$ cat src/rtl/jedro_1_lsu.sv
`default_nettype none
// ============================================================================
// Module   : jedro_1_lsu
// Brief    : Load-store unit of the jedro_1 core. Masters the data bus with a
//            req/gnt/rvalid handshake, steers store bytes onto their lanes and
//            aligns/extends load data for the register-file write port.
// Revision : 1.0 - initial release
// ============================================================================
module jedro_1_lsu #(
  parameter int DATA_WIDTH     = 32,
  parameter int REG_ADDR_WIDTH = 5
) (
  input  logic                      clk_i,
  input  logic                      rstn_i,
  input  logic                      ctrl_valid_i,
  input  logic [3:0]                ctrl_i,
  input  logic [REG_ADDR_WIDTH-1:0] regdest_i,
  input  logic [DATA_WIDTH-1:0]     addr_i,
  input  logic [DATA_WIDTH-1:0]     wdata_i,
  output logic                      ready_o,
  output logic                      rf_wb_we_o,
  output logic [REG_ADDR_WIDTH-1:0] rf_wb_addr_o,
  output logic [DATA_WIDTH-1:0]     rf_wb_data_o,
  output logic                      misaligned_o,
  output logic                      bus_err_o,
  output logic                      data_req_o,
  input  logic                      data_gnt_i,
  input  logic                      data_rvalid_i,
  output logic                      data_we_o,
  output logic [3:0]                data_be_o,
  output logic [DATA_WIDTH-1:0]     data_addr_o,
  output logic [DATA_WIDTH-1:0]     data_wdata_o,
  input  logic [DATA_WIDTH-1:0]     data_rdata_i,
  input  logic                      data_err_i
);

  localparam logic [1:0] IDLE = 2'd0;
  localparam logic [1:0] REQ  = 2'd1;
  localparam logic [1:0] WAIT = 2'd2;

  localparam logic [1:0] SIZE_BYTE = 2'b00;
  localparam logic [1:0] SIZE_HALF = 2'b01;

  logic [1:0]                state;
  logic [1:0]                state_next;
  logic                      accept;
  logic                      misaligned;
  logic                      complete;
  logic [3:0]                be_new;
  logic [DATA_WIDTH-1:0]     wdata_new;

  // Operation context captured at accept, used when the response returns
  logic                      store_q;
  logic                      unsigned_q;
  logic [1:0]                size_q;
  logic [1:0]                offset_q;
  logic [REG_ADDR_WIDTH-1:0] regdest_q;

  logic [DATA_WIDTH-1:0]     rdata_shifted;
  logic [DATA_WIDTH-1:0]     load_result;

  // State register
  always_ff @(posedge clk_i or negedge rstn_i) begin
    if (!rstn_i) begin
      state <= IDLE;
    end else begin
      state <= state_next;
    end
  end

  // Next-state decode; misaligned accesses never leave IDLE
  always_comb begin
    state_next = state;
    case (state)
      IDLE:    if (accept && !misaligned) state_next = REQ;
      REQ:     if (data_gnt_i)            state_next = WAIT;
      WAIT:    if (data_rvalid_i)         state_next = IDLE;
      default: state_next = IDLE;
    endcase
  end

  // FSM outputs: ready is the only output decoded straight from state
  always_comb begin
    ready_o  = (state == IDLE);
    accept   = ctrl_valid_i && (state == IDLE);
    complete = data_rvalid_i && (state == WAIT);
  end

  // Alignment check on the offered operation; size 11 behaves as a word
  always_comb begin
    misaligned = 1'b0;
    case (ctrl_i[1:0])
      SIZE_BYTE: misaligned = 1'b0;
      SIZE_HALF: misaligned = addr_i[0];
      default:   misaligned = |addr_i[1:0];
    endcase
  end

  // Byte-lane steering for the outgoing bus fields
  always_comb begin
    be_new    = 4'b1111;
    wdata_new = wdata_i << {addr_i[1:0], 3'b000};
    case (ctrl_i[1:0])
      SIZE_BYTE: be_new = 4'b0001 << addr_i[1:0];
      SIZE_HALF: be_new = 4'b0011 << addr_i[1:0];
      default:   be_new = 4'b1111;
    endcase
  end

  // Load alignment and sign/zero extension; the unsigned bit is moot for words
  always_comb begin
    rdata_shifted = data_rdata_i >> {offset_q, 3'b000};
    load_result   = rdata_shifted;
    case (size_q)
      SIZE_BYTE: load_result = unsigned_q
                   ? {{(DATA_WIDTH-8){1'b0}}, rdata_shifted[7:0]}
                   : {{(DATA_WIDTH-8){rdata_shifted[7]}}, rdata_shifted[7:0]};
      SIZE_HALF: load_result = unsigned_q
                   ? {{(DATA_WIDTH-16){1'b0}}, rdata_shifted[15:0]}
                   : {{(DATA_WIDTH-16){rdata_shifted[15]}}, rdata_shifted[15:0]};
      default:   load_result = rdata_shifted;
    endcase
  end

  // Capture operation context and bus fields on accept; held until the next accept
  always_ff @(posedge clk_i or negedge rstn_i) begin
    if (!rstn_i) begin
      store_q      <= 1'b0;
      unsigned_q   <= 1'b0;
      size_q       <= 2'b00;
      offset_q     <= 2'b00;
      regdest_q    <= '0;
      data_we_o    <= 1'b0;
      data_be_o    <= 4'b0000;
      data_addr_o  <= '0;
      data_wdata_o <= '0;
    end else if (accept) begin
      store_q      <= ctrl_i[3];
      unsigned_q   <= ctrl_i[2];
      size_q       <= ctrl_i[1:0];
      offset_q     <= addr_i[1:0];
      regdest_q    <= regdest_i;
      data_we_o    <= ctrl_i[3];
      data_be_o    <= be_new;
      data_addr_o  <= {addr_i[DATA_WIDTH-1:2], 2'b00};
      data_wdata_o <= wdata_new;
    end
  end

  // Bus request follows the registered state so it is glitch-free
  always_ff @(posedge clk_i or negedge rstn_i) begin
    if (!rstn_i) begin
      data_req_o <= 1'b0;
    end else begin
      data_req_o <= (state_next == REQ);
    end
  end

  // One-cycle status pulses and register writeback
  always_ff @(posedge clk_i or negedge rstn_i) begin
    if (!rstn_i) begin
      misaligned_o <= 1'b0;
      bus_err_o    <= 1'b0;
      rf_wb_we_o   <= 1'b0;
      rf_wb_addr_o <= '0;
      rf_wb_data_o <= '0;
    end else begin
      misaligned_o <= accept && misaligned;
      bus_err_o    <= complete && data_err_i;
      rf_wb_we_o   <= complete && !data_err_i && !store_q && (regdest_q != '0);
      if (complete) begin
        rf_wb_addr_o <= regdest_q;
        rf_wb_data_o <= load_result;
      end
    end
  end

endmodule
`default_nettype wire

$ cat config.mk
export PLATFORM = sky130hd
export DESIGN_NAME = jedro_1_lsu
export DESIGN_NICKNAME = d
export VERILOG_FILES = /design/src/rtl/jedro_1_lsu.sv
export SDC_FILE = /design/constraint.sdc
export NUM_CORES = 1
export LEC_CHECK = 0
export ABC_AREA = 1
export ABC_CLOCK_PERIOD_IN_PS = 2900
export CORE_MARGIN = 2
export CORE_UTILIZATION = 27
export DETAILED_ROUTE_END_ITERATION = 6
export GPL_TIMING_DRIVEN = 0
export PLACE_DENSITY = 0.61
export REMOVE_ABC_BUFFERS = 1
export SYNTH_ARGS = -nofsm -noshare
export SYNTH_HDL_FRONTEND = slang
export SYNTH_SLANG_ARGS = --single-unit
$ cat constraint.sdc
create_clock -name clk_i -period 2.9 [get_ports clk_i]
set_input_delay 0.29 -clock clk_i [delete_from_list [all_inputs] [get_ports clk_i]]
set_output_delay 0.29 -clock clk_i [all_outputs]
set_load 0.02 [all_outputs]
# Word-level counts from Yosys, hierarchy flattened
# Cells that the tools add are included.
[totals] regBits=120 out_inout_bits=111 wordCells=49 inputBits=111
[classes] n_reduce_logical=16 shifts=4 n_eq_ne=5 n_mux=9
[op_table] op="two-way mux 32 bit" n=2
[op_table] op="one-hot mux 32 bit (2 select lines)" n=1
[op_table] op="<< shifter 32 x 5 -> 32 bit" n=1
[op_table] op="right shift 32 x 5 -> 32 bit" n=1
[op_table] op="== test 2 x 1 -> 1 bit (second input constant)" n=4
[op_table] op="logical AND 1 bit" n=8
[op_table] op="one-hot mux 4 bit (2 select lines)" n=1
[op_table] op="logical NOT 2 bit" n=3
[op_table] op="two-way mux 2 bit" n=3
[op_table] op="one-hot mux 2 bit (3 select lines)" n=1
[op_table] op="nonzero test 5 bit" n=1
[op_table] op="<< shifter 1 x 2 -> 4 bit (first input constant)" n=1
[op_table] op="<< shifter 2 x 2 -> 4 bit (first input constant)" n=1
[op_table] op="logical NOT 1 bit" n=3
[op_table] op="== test 2 bit (second input constant)" n=1
[op_table] op="one-hot mux 1 bit (2 select lines)" n=1
[op_table] op="OR reduction 2 bit" n=1

# Longest topological paths before layout
[logic_depth] depth_word=7 ltp_mapped=11 mapped_depth_nobuf=9

# Least setup slack after synthesis
# No wires, ideal clock.
[synth_timing] path_type="reg2reg" from="register state[1]" to="register store_q" n_path_buf=3 slack_ns=1.448 period_less_slack_ns=1.452 t_required_ns=2.835 stages_incl_launch_ff=9 t_arrival_ns=1.387 setup_ns=0.065 path_cell_list="dfrtp_1 nor2_2 nand2_4 buf_6 inv_4 buf_6 buf_6 nand2_1 nand2_1"
[synth_between] elab_chain_len=2
[synth_rtl] element="start, declared" line_no="44" rtl="logic [1:0] state;"
[synth_rtl] element="start signal, assigned" line_no="67" rtl="state <= state_next;"
[synth_rtl] element="logical NOT 2 bit"
[synth_rtl] element="via ready_o" line_no="20" rtl="output logic ready_o,"
[synth_rtl] element="logical AND 1 bit" line_no="85" rtl="accept = ctrl_valid_i && (state == IDLE);"
[synth_rtl] element="end signal, assigned" line_no="138" rtl="store_q <= ctrl_i[3];"
[synth_rtl] element="end, declared" line_no="53" rtl="logic store_q;"
# The timed path passes the listed nets, and every way through them passes these cells.
# A chain may end at the register's enable or synchronous reset.

# Final worst setup path
[layout_timing] from="register offset_q[0]" to="register rf_wb_data_o[11]"
[layout_between] elab_chain_len=3 elab_cells_between_ends=4 cone_classes="1 x shift; 3 x mux"
[layout_rtl] element="start, declared" line_no="56" rtl="logic [1:0] offset_q;"
[layout_rtl] element="start signal, assigned" line_no="141" rtl="offset_q <= addr_i[1:0];"
[layout_rtl] element="right shift 32 x 5 -> 32 bit *" line_no="112" rtl="rdata_shifted = data_rdata_i >> {offset_q, 3'b000};"
[layout_rtl] element="two-way mux 32 bit (on tied branches)" line_no="119, 116"
[layout_rtl] element="one-hot mux 32 bit (2 select lines) *" line_no="114" rtl="case (size_q)"
[layout_rtl] element="end signal, assigned" line_no="173" rtl="rf_wb_data_o <= load_result;"
[layout_rtl] element="end, declared" line_no="23" rtl="output logic [DATA_WIDTH-1:0] rf_wb_data_o,"
# Every way passes the cells marked *; elsewhere a longest branch is shown, timed or not.

==> metrics <==
Most Used Layer, Global Route met2; H-tree Lvls 4; synthesized area 5792 um2; largest family of logic cells by synthesized area simple AND/OR/NAND/NOR gates; yosys warns 0; Root Driver clkbuf_16; vias in the first global route 5,339; RSZ-0062 raised after global routing no; placed inst area around 8000 um2; Worst Path Required 3.20 ns; internal cell power ~5.6 mW; Synth Area in XOR/XNOR 0%; fin crit share around 88%; Slew HR about 39%; clock-pin slew on the worst setup and hold paths roughly 0.06 ns; Fmax 0.3897 GHz; PwrDens ~1100 nW/um2; final worst slack roughly 0.33 ns; Starting Density between 20% and 30%; max_cap viols 0; main area contributors after synthesis dfrtp_1 (52%), nand2_1 (18%), o211ai_1 (4.1%), o21ai_0 (4.0%), inv_1 (3.8%); sequential share of the synthesized area about 52%; Pre-antenna DRT Iters 4; crit end category register; logic gate share of total power between 40% and 50%; Global Route met3 Usage approximately 6.4%; initial antenna violation count 0; number of remaining DRC errors 0; DP HPWL roughly 12,000 um; Tmin final ~2.6 ns; Final setup viols 0; fin util between 40 and 50%; die width ~150 um; Switch Pwr 3.678 mW; IO buf count about 220; CP arrival roughly 2.9 ns; vias approximately 5,300; DR WL/cell roughly 15 um; Routed Antenna Nets 0; maximum vdd drop a little over 0.0006 V; Compound-Gate Fraction of Synth Area between 10% and 20%; core area approximately 21,000 um2; Startpoint Class register; leakage power total about 4.1 nW; Hold Crit Class in2async; Simple-Gate Fraction of Synth Area around 28%; smallest hold slack around 0.36 ns; Setup Fix Bufs, Post-CTS 0; area grow syn2layout 49.73%; top cell type's share of synthesized area a little over 50%; Slew Viols, Final 0; Die Y-Extent approximately 150 um; Synth Area in Adders 0%; largest area contributor in the synthesized netlist dfrtp_1; Worst Path Max Fanout 40; clock skew between 0.007 and 0.008 ns; total gr overflow 0; largest net degree at the start of global routing slightly above 80; Tot Pwr ~9.3 mW; Post-Synthesis Cells about 720; GP Congestion around 0.8; gr usage total 15.91%; clock network power share around 22%; number of DRC markers in iteration 0 155; number of clock sinks 120; Final Hold Fails 0; worst setup path class reg2reg; count of cell types in the netlist 32; CTS tree built; run status finished, final reports clean; Clock Latency Late Sink approximately 0.41 ns; measured slew at the worst slew-check pin roughly 0.9 ns; met1 Use GR about a fifth; Top Ports 222; final instance area ~8700 um2; Place WS -0.7641 ns; die area 22,640 um2; num rows 53; Synth Register Bits 120; switching part of the total power a little under 40%; CTS max path bufs 2; clock buffer count from CTS 17; mux share of post-synthesis cell area 0%; Post-Syn Area per Cell 8.033 um2; met2 Track Usage GR 25.14%; Avg Vias per Cell 4.409; sequential power share a little under a third; Nets about 1,000; global-route wire length before repair about 28,000 um; WL final about 18,000 um; layout cell share with drive strength beyond 1 6.867%; ant diodes 0
==> power groups by stage <==
stage	combinational, mW	clock, mW	sequential [mW]
detailed placement	4.40	0	2.92
global placement	4.37	0	2.92
global route	4.76	2.20	3.02
CTS	4.41	2.11	2.92
floorplan	1.45	0	3.69
finish	4.33	2.05	2.91
==> worst max-delay path, stage by stage, from the launching register on <==
cell,delay (ns)
dfrtp_1,0.92
inv_2,0.52
nand2_1,0.19
nand3_1,0.15
nand3_4,0.23
nand2_1,0.09
inv_2,0.16
nand2_1,0.09
nand2_1,0.06
inv_1,0.03
==> placed cells by master (no fill, tap or decap), types with 3 or more instances in the layout <==
cell	n
or2_1	10
nand3_2	3
a21oi_1	15
nand3_1	43
clkinv_2	6
clkbuf_16	17
nand2_1	283
or2_2	16
nor2_1	14
inv_1	59
o21ai_1	9
clkbuf_1	5
a31oi_1	8
dfrtp_1	120
o211ai_1	32
clkdlybuf4s50_1	217
inv_2	6
o21ai_0	46
==> cell usage after synthesis <==
library cell and count:
a21boi_1 1, a21oi_1 15, a22o_1 1, a311oi_1 1, a31oi_1 8, buf_1 2, buf_2 19, buf_4 4
buf_6 7, clkbuf_1 11, clkinv_1 1, conb_1 1, dfrtp_1 120, inv_1 59, inv_2 6, inv_4 1
nand2_1 283, nand2_4 1, nand3_1 43, nand3_2 3, nand3_4 1, nor2_1 14, nor2_2 2, nor2_4 1
nor2_8 1, nor3_1 1, o211ai_1 32, o211ai_2 1, o21ai_0 46, o21ai_1 9, or2_1 10, or2_2 16
==> registers in the layout, summed over array words and instances (netlist names) <==
| register | flops |
|---|---|
| data_wdata_o | 32 |
| rf_wb_addr_o | 5 |
| data_addr_o | 30 |
| size_q | 2 |
| offset_q | 2 |
| regdest_q | 5 |
| unsigned_q | 1 |
| store_q | 1 |
| rf_wb_data_o | 32 |
| state | 2 |
| misaligned_o | 1 |
| rf_wb_we_o | 1 |
| data_req_o | 1 |
| data_be_o | 4 |
| bus_err_o | 1 |
==> metrics by stage <==
| step | setup TNS [ns] | cells |
|---|---|---|
| 3_3_place_gp | -432.32 | 1173 |
| 2_1_floorplan | 0 | 679 |
| 5_1_grt | 0 | 1207 |
| 6_report | 0 | 1207 |
| 3_5_place_dp | -6.217 | 1174 |
| 4_1_cts | 0 | 1207 |
==> logic make-up after synthesis <==
family          Yosys count
simple gates            376
other cells               1
compound gates          114
flops                   120
buf+inv                 110
==> final cells by class <==
class                           instances  area (um2)
Sequential cell                       120        3003
Clock buffer                           23       457.9
Timing Repair Buffer                  221        2226
Fill cell                            2149       12350
Tap cell                              275       344.1
Multi-Input combinational cell        492        2286
Inverter                               67       255.2
Clock inverter                          9       100.1
==> timing repair <==
action / 4_1_cts / 5_1_grt
resized for setup: 3 / 0
hold buffers: 1 / 0
setup endpoints to repair: 10 / 0
hold endpoints to repair: 39 / 0
==> layer usage <==
layer  share of wire [%]  wire length (um)  vias up
met3                 9.4              1650       18
met4                 1.5               265        0
met5                   0                 0        -
li1                    -                 -     2678
met1                  44              7799     2434
met2                  45              7931      192
==> final timing paths <==
path	from	endpoint	slack [ns]	cells past startpoint
setup reg to reg	offset_q[0]	rf_wb_data_o[11]	0.33	9
hold / removal	rstn_i	regdest_q[4]	0.36	2
hold reg to reg	data_addr_o[5]	data_addr_o[5]	0.48	2
max in group asynchronous	rstn_i	data_addr_o[10]	1.77	3
setup / recovery	offset_q[0]	rf_wb_data_o[11]	0.33	9
min in group clk_i	addr_i[23]	data_addr_o[23]	0.41	3
Note: power is estimated with default switching activity, not from simulation.
